==> src/rtl/display_scan_ctrl.sv <==
// Time-multiplexed scanner for NUM_PAIRS two-digit values on one shared 7-segment bus.
// Drives an external binary-to-two-digit converter and adds anti-ghost blanking, leading-zero suppression and blink.
module display_scan_ctrl #(
   parameter int          NUM_PAIRS    = 2,
   parameter int          ON_CYC       = 4000,
   parameter int          BLANK_CYC    = 100,
   parameter int          BLINK_FRAMES = 50,
   parameter logic [6:0]  SEG_BLANK    = 7'h7F
) (
   input  logic                     clk,
   input  logic                     rstn,
   input  logic                     load,
   input  logic [7*NUM_PAIRS-1:0]   vals,
   input  logic [NUM_PAIRS-1:0]     blinkEn,
   input  logic                     lzSuppress,
   output logic [6:0]               cvtVal,
   input  logic [6:0]               cvtLo,
   input  logic [6:0]               cvtHi,
   output logic [6:0]               seg,
   output logic [2*NUM_PAIRS-1:0]   an,
   output logic                     frame
);

   localparam int NUM_DIG = 2 * NUM_PAIRS;
   localparam int MAX_CYC = (ON_CYC > BLANK_CYC) ? ON_CYC : BLANK_CYC;
   localparam int CNT_W   = (MAX_CYC > 1) ? $clog2(MAX_CYC) : 1;
   localparam int IDX_W   = (NUM_DIG > 1) ? $clog2(NUM_DIG) : 1;
   localparam int PAIR_W  = (NUM_PAIRS > 1) ? $clog2(NUM_PAIRS) : 1;
   localparam int BLK_W   = (BLINK_FRAMES > 1) ? $clog2(BLINK_FRAMES) : 1;

   localparam logic [CNT_W-1:0] ON_LAST    = CNT_W'(ON_CYC - 1);
   localparam logic [CNT_W-1:0] BLANK_LAST = CNT_W'(BLANK_CYC - 1);
   localparam logic [IDX_W-1:0] IDX_LAST   = IDX_W'(NUM_DIG - 1);
   localparam logic [BLK_W-1:0] BLK_LAST   = BLK_W'(BLINK_FRAMES - 1);
   localparam logic [NUM_DIG-1:0] AN_OFF   = '1;

   typedef enum logic {ST_BLANK, ST_SHOW} state_t;

   state_t               state, state_d;
   logic [CNT_W-1:0]     cnt, cnt_d;
   logic [IDX_W-1:0]     idx, idx_d;
   logic [BLK_W-1:0]     blink_cnt, blink_cnt_d;
   logic                 blink_phase, blink_phase_d;
   logic [6:0]           seg_d;
   logic [NUM_DIG-1:0]   an_d;
   logic                 frame_d;

   logic [6:0]           shadow [NUM_PAIRS];
   logic [PAIR_W-1:0]    pair;
   logic [6:0]           cur_val;
   logic [6:0]           sat_val;
   logic                 dark;

   // NOTE: the shadow file is reset explicitly because the scanner reads it right out of reset.
   always_ff @(posedge clk or negedge rstn) begin
      if (!rstn) begin
         for (int p = 0; p < NUM_PAIRS; p++) shadow[p] <= '0;
      end else if (load) begin
         for (int p = 0; p < NUM_PAIRS; p++) shadow[p] <= vals[7*p +: 7];
      end
   end

   assign pair    = PAIR_W'(idx >> 1);
   assign cur_val = shadow[pair];
   assign sat_val = (cur_val > 7'd99) ? 7'd99 : cur_val;
   assign cvtVal  = sat_val;

   // A digit goes dark on a suppressed leading zero or during the off half of its pair's blink.
   assign dark = (lzSuppress && idx[0] && (sat_val < 7'd10)) ||
                 (blinkEn[pair] && blink_phase);

   // NOTE: every combinational output gets a default first so no path can infer a latch.
   always_comb begin
      state_d       = state;
      cnt_d         = cnt + CNT_W'(1);
      idx_d         = idx;
      blink_cnt_d   = blink_cnt;
      blink_phase_d = blink_phase;
      seg_d         = seg;
      an_d          = an;
      frame_d       = 1'b0;
      case (state)
         ST_BLANK: begin
            if (cnt == BLANK_LAST) begin
               state_d = ST_SHOW;
               cnt_d   = '0;
               if (dark) begin
                  seg_d = SEG_BLANK;
                  an_d  = AN_OFF;
               end else begin
                  seg_d = idx[0] ? cvtHi : cvtLo;
                  an_d  = ~(NUM_DIG'(1) << idx);
               end
            end
         end
         ST_SHOW: begin
            if (cnt == ON_LAST) begin
               state_d = ST_BLANK;
               cnt_d   = '0;
               seg_d   = SEG_BLANK;
               an_d    = AN_OFF;
               if (idx == IDX_LAST) begin
                  idx_d   = '0;
                  frame_d = 1'b1;
                  if (blink_cnt == BLK_LAST) begin
                     blink_cnt_d   = '0;
                     blink_phase_d = ~blink_phase;
                  end else begin
                     blink_cnt_d = blink_cnt + BLK_W'(1);
                  end
               end else begin
                  idx_d = idx + IDX_W'(1);
               end
            end
         end
         default: state_d = ST_BLANK;
      endcase
   end

   // NOTE: non-blocking assignments so every register samples the pre-edge values of the others.
   always_ff @(posedge clk or negedge rstn) begin
      if (!rstn) begin
         state       <= ST_BLANK;
         cnt         <= '0;
         idx         <= '0;
         blink_cnt   <= '0;
         blink_phase <= 1'b0;
         seg         <= SEG_BLANK;
         an          <= AN_OFF;
         frame       <= 1'b0;
      end else begin
         state       <= state_d;
         cnt         <= cnt_d;
         idx         <= idx_d;
         blink_cnt   <= blink_cnt_d;
         blink_phase <= blink_phase_d;
         seg         <= seg_d;
         an          <= an_d;
         frame       <= frame_d;
      end
   end

endmodule

==> config.mk <==
export PLATFORM = sky130hd
export DESIGN_NAME = display_scan_ctrl
export DESIGN_NICKNAME = d
export VERILOG_FILES = /design/src/rtl/display_scan_ctrl.sv
export SDC_FILE = /design/constraint.sdc
export NUM_CORES = 1
export LEC_CHECK = 0
export ABC_AREA = 1
export BUFFER_PORTS_ARGS = -buffer_cell sky130_fd_sc_hd__clkbuf_2
export CAP_MARGIN = 10
export CORE_MARGIN = 8
export CORE_UTILIZATION = 45
export CTS_CLUSTER_DIAMETER = 30
export CTS_CLUSTER_SIZE = 25
export DETAILED_ROUTE_END_ITERATION = 8
export GPL_TIMING_DRIVEN = 1
export PLACE_DENSITY = 0.75
export SLEW_MARGIN = 30
export SYNTH_ARGS = -nofsm -noshare
export SYNTH_HDL_FRONTEND = slang
export SYNTH_SLANG_ARGS = --single-unit
==> constraint.sdc <==
create_clock -name clk -period 4.55 [get_ports clk]
set_input_delay 0.6825 -clock clk [delete_from_list [all_inputs] [get_ports clk]]
set_output_delay 0.6825 -clock clk [all_outputs]
set_load 0.02 [all_outputs]
# Yosys cells after proc, flatten, opt, wreduce, memory -nomap -nowiden
# Cells that the tools add are included.
# totals
word_cells	62
in_bits	34
out_inout_bits	19
ff_bits	48
# op_classes
reduce_logical	8
eq_ne	6
addsub	3
bitwise	4
mux	26
shift	1
magnitude_cmp	4
# op_table
operator	count
two-way mux 7 bit	8
two-way mux 12 bit	2
one-hot mux 12 bit (2 select lines)	1
one-hot mux 7 bit (2 select lines)	1
adder 12 x 1 -> 12 bit (second input constant)	1
equality test 12 bit (second input constant)	1
equality test 12 x 7 -> 1 bit (second input constant)	1
two-way mux 4 bit	3
one-hot mux 4 bit (2 select lines)	1
greater-than comparator 7 bit (second input constant)	1
< comparator 7 x 4 -> 1 bit (second input constant)	1
two-way mux 1 bit	7
adder 6 x 1 -> 6 bit (second input constant)	1
equality test 6 bit (second input constant)	1
two-way mux 6 bit	1
NOT 4 bit	1
AND reduction 2 bit	2
AND reduction 4 bit	1
left shift 1 x 2 -> 4 bit (first input constant)	1
logical AND 1 bit	3
AND reduction 3 bit	1
adder 2 x 1 -> 2 bit (second input constant)	1
equality test 2 bit (second input constant)	1
>= comparator 2 bit (second input constant)	1
other kinds (8)	9

# Logic depth before layout (Yosys ltp)
# logic_depth
word_depth	12
depth_mapped	12
ltp_nobuf	11

# Least setup slack after synthesis
# No wires, ideal clock.
# synth_path
path_kind	register to output
from	register idx[1]
to	output cvtVal[0]
stages_incl_launch_ff	8
path_slack_ps	2695
n_path_buf	1
t_arrival_ps	1172
required_time_ps	3868
path_cell_list	dfrtp_1 > buf_6 > o21ai_2 > inv_1 > nor2_1 > nand2_1 > nand2_1 > o211ai_1
# synth_between
elab_chain_len	6
# synth_rtl
item	line	rtl
start, declared	41	logic [IDX_W-1:0] idx, idx_d;
start signal, assigned	134	idx <= idx_d;
NOT 1 -> 2 bit (implied by the code) *	64	assign cur_val = shadow[pair];
two-way mux 7 bit (implied by the code) * (3 in a row)	64	
greater-than comparator 7 bit	65	assign sat_val = (cur_val > 7'd99) ? 7'd99 : cur_val;
two-way mux 7 bit *	65	
end, declared	16	output logic [6:0] cvtVal,
# Mark *: on every way between the ends. The rest lies on a longest branch, timed or not. The select of a mux whose other input is x is not followed.

# Worst setup path after layout
# Ends and elaborated chain as after synthesis.

==> flow_summary.ini <==
[routing]
wire_per_inst_um = 12.44
drcViolationCount = 0
vias_per_cell = 4.889
ant_nets = 0
wl_um = 5735
drt_iter0_drc = 70
dr.pass1.iters = 4
num_vias = 2254

[timing]
setup-tns-final_ps = 0
setup_viol = 0
relSlewSlack = 0.6015
tightest_slew_ps = 593.2
layout_min_cycle_time_ps = 2446
maxSlewViolCount = 0
max_freq_mhz = 408.9
rsz0062_at_grt = false
hold_violations = 0
finalCritPeriodShare = 0.5375
skew_ps = 9.173

[setup_path]
startpoint = idx[1]
cp_max_fo = 16
cp.required_ps = 3870
slowest_delay_ps = 650
crit_chain = inv_2, nand2_2, nand2_2, nand2_2, inv_1, nand2_1, o211ai_1, clkbuf_2
r2r_slack_ps = 2590
rr_endpoint = cnt[6]
critPathSlowestCell = dfrtp_1
path_common_cell = nand2_2
cp-start-kind = flop
worstSetupPathType = reg2out
cp.arrival_ps = 1760
critPathCapture = cvtVal[0]
cp-end-kind = primary output
reg2reg_depth = 6
r2r-start = cnt[0]

[logic_synthesis]
synth_fa_ha_area_frac = 0.03233
synthesis.area_um2 = 2709
synth-seq-cells = 48
syn_area_per_cell_um2 = 8.110
syn_nets = 375
synth.area.top_cells = dfrtp_1 (34%), nand2_1 (13%), dfstp_2 (11%)
synthXorXnorAreaFrac = 0.02587
synthMuxAreaShare = 0.03741
ys_types = 33
synth_top_family_by_area = simple AND/OR/NAND/NOR gates
synth_top_area_frac = 0.3418
synth_cells = 334
synth_compound_area_frac = 0.04157
ys_warn_count = 0
synthSimpleGateAreaFrac = 0.3224
synth_top_cell_by_area = dfrtp_1
synth-seq-area-share = 0.4485

[place]
place.gp.congestion = 0.9003
dp.cells = 453
placed_cell_area_um2 = 2994
io_buffers = 52
detailed_place_hpwl_um = 4347

[floorplan]
rows = 28
num_io_pins = 53
dieWidth_um = 93.59
die_y_um = 93.59
fp.coreArea_um2 = 5886
dieArea_um2 = 8758
initial_utilization = 0.4602

[finish]
num_antenna_cells = 0
fin_nets = 426
drive_gt1_frac = 0.2617
syn_to_final_growth_pct = 13.53
final_area_um2 = 3075
fin_cells = 461

[clock_tree]
insertion_delay_ps = 300
clkTransAtPathRegs_ps = 80
htreeDepth = 2
cts_sinks = 48
clk_path_buf_depth = 2
hold_buffers = 0
cts_root_buffer = clkbuf_8
numCtsBuffers = 5
cts_setup_buffers = 0
tritoncts = done
ctsResizeCount = 0

[run]
cap_violations = 0

[global_route]
grtUsageTotal = 0.1358
first_global_vias = 2249
antenna_found_initial = 0
grt_pass1_wl_um = 9729
grt_max_degree = 49
overflow = 0

[status]
status = complete, no violations

[worst_hold_path]
hold_class = in2async

[power_and_ir_drop]
leakage_nw = 1.634
fin_total_pwr_mw = 0.7647
cellPowerDensity_nw_per_um2 = 248.7
ir_drop_uv = 147.2
cells by family (layout without fill, tap and decap cells):
kind of cell / after synthesis / count (layout)
muxes: 9 / 9
adders and majority gates: 7 / 7
buffers and inverters: 54 / 106
and+or+nand+nor: 188 / 188
xor gates and xnor gates: 8 / 8
AOI/OAI and AO/OA: 20 / 20
DFF: 48 / 48
through the flow:
step,hold slack [ps],utilization,setup WS [ps]
final,470.7,0.5225,2104
after global routing,495.3,0.5225,1901
after CTS,476.5,0.5225,2102
after detailed placement,464.4,0.5087,2440
after global placement,446.3,0.5087,2527
after floorplan,386.9,-,2695
worst min-delay path by stage:
stage / slack (ps) / depth (start not counted) / endpoint
2_1_floorplan: 390 / 0 / blink_cnt[0]
3_3_place_gp: 450 / 1 / cnt[0]
3_5_place_dp: 460 / 1 / cnt[0]
4_1_cts: 480 / 2 / shadow[13]
5_1_grt: 500 / 1 / cnt[0]
6_report: 470 / 2 / blink_cnt[0]
report_power, final:
| part | switching, mW | total, mW | internal (mW) |
|---|---|---|---|
| sequential | 0.00608 | 0.445 | 0.439 |
| combinational | 0.0452 | 0.0765 | 0.0313 |
| clock | 0.135 | 0.243 | 0.108 |
| total | 0.187 | 0.765 | 0.578 |
cells in the final DEF (no fill, tap or decap), types with 2 or more instances in the layout:
cell | netlist | routed
nor2_1 | 35 | 35
inv_1 | 41 | 41
nand3_1 | 15 | 15
mux2_2 | 9 | 9
clkbuf_2 | 0 | 52
nand2_2 | 5 | 5
dfrtp_1 | 37 | 37
dfstp_2 | 11 | 11
clkbuf_1 | 2 | 2
ha_1 | 7 | 7
xor2_1 | 7 | 7
inv_2 | 2 | 2
nand3b_1 | 11 | 11
nand4_1 | 6 | 6
o21ai_0 | 11 | 11
clkbuf_8 | 0 | 5
buf_4 | 2 | 2
a21oi_1 | 4 | 4
nand3_2 | 7 | 7
nor3b_1 | 3 | 3
nand2_1 | 95 | 95
nor2_2 | 3 | 3
nor3_1 | 5 | 5
critical path, delay by kind of cell (launching register included):
kind	cells	cell delay (ps)
DFF	1	650
and+or+nand+nor	4	340
buffers and inverters	3	390
AOI/OAI and AO/OA	1	80
layout make-up:
cell class,instances,area (um2)
clock inverters,1,5.005
flip-flops and latches,48,1215
clock buffers,7,76.32
well taps,75,93.84
fillers,581,2810
inverters,44,165.2
multi-input cells,232,1245
repair buffers,54,275.3
synth_stat cells:
cell type,n
clkbuf_1,2
nor3_2,1
nand4_1,6
buf_4,2
nor2_1,35
dfrtp_1,37
or2_2,1
ha_1,7
o21ai_2,1
o21ai_1,1
mux2_2,9
xor2_1,7
o21ai_0,11
nand2_1,95
dfstp_2,11
o211ai_1,1
buf_6,5
nand3b_1,11
a21oi_2,1
nor3b_1,3
o31ai_1,1
nand2_2,5
clkinv_1,1
nor2_2,3
inv_1,41
inv_2,2
buf_2,1
a21oi_1,4
xnor2_1,1
nand3_1,15
nor3_1,5
nor4_1,1
nand3_2,7
per-layer routing:
layer	part of all wire	vias to the layer above	track usage	wire, um
li1	-	1146	-	-
met1	0.46	1046	0.1725	2663
met2	0.45	54	0.2145	2609
met3	0.063	8	0.03045	359
met4	0.018	0	0.06341	103
met5	0	-	0	0
sequential cells by signal, summed over array words and instances (netlist names):
| register | count |
|---|---|
| cnt | 12 |
| seg | 7 |
| idx | 2 |
| an | 4 |
| blink_phase | 1 |
| blink_cnt | 6 |
| frame | 1 |
| state | 1 |
| shadow | 14 |
Power figures use the tool's default switching activity.
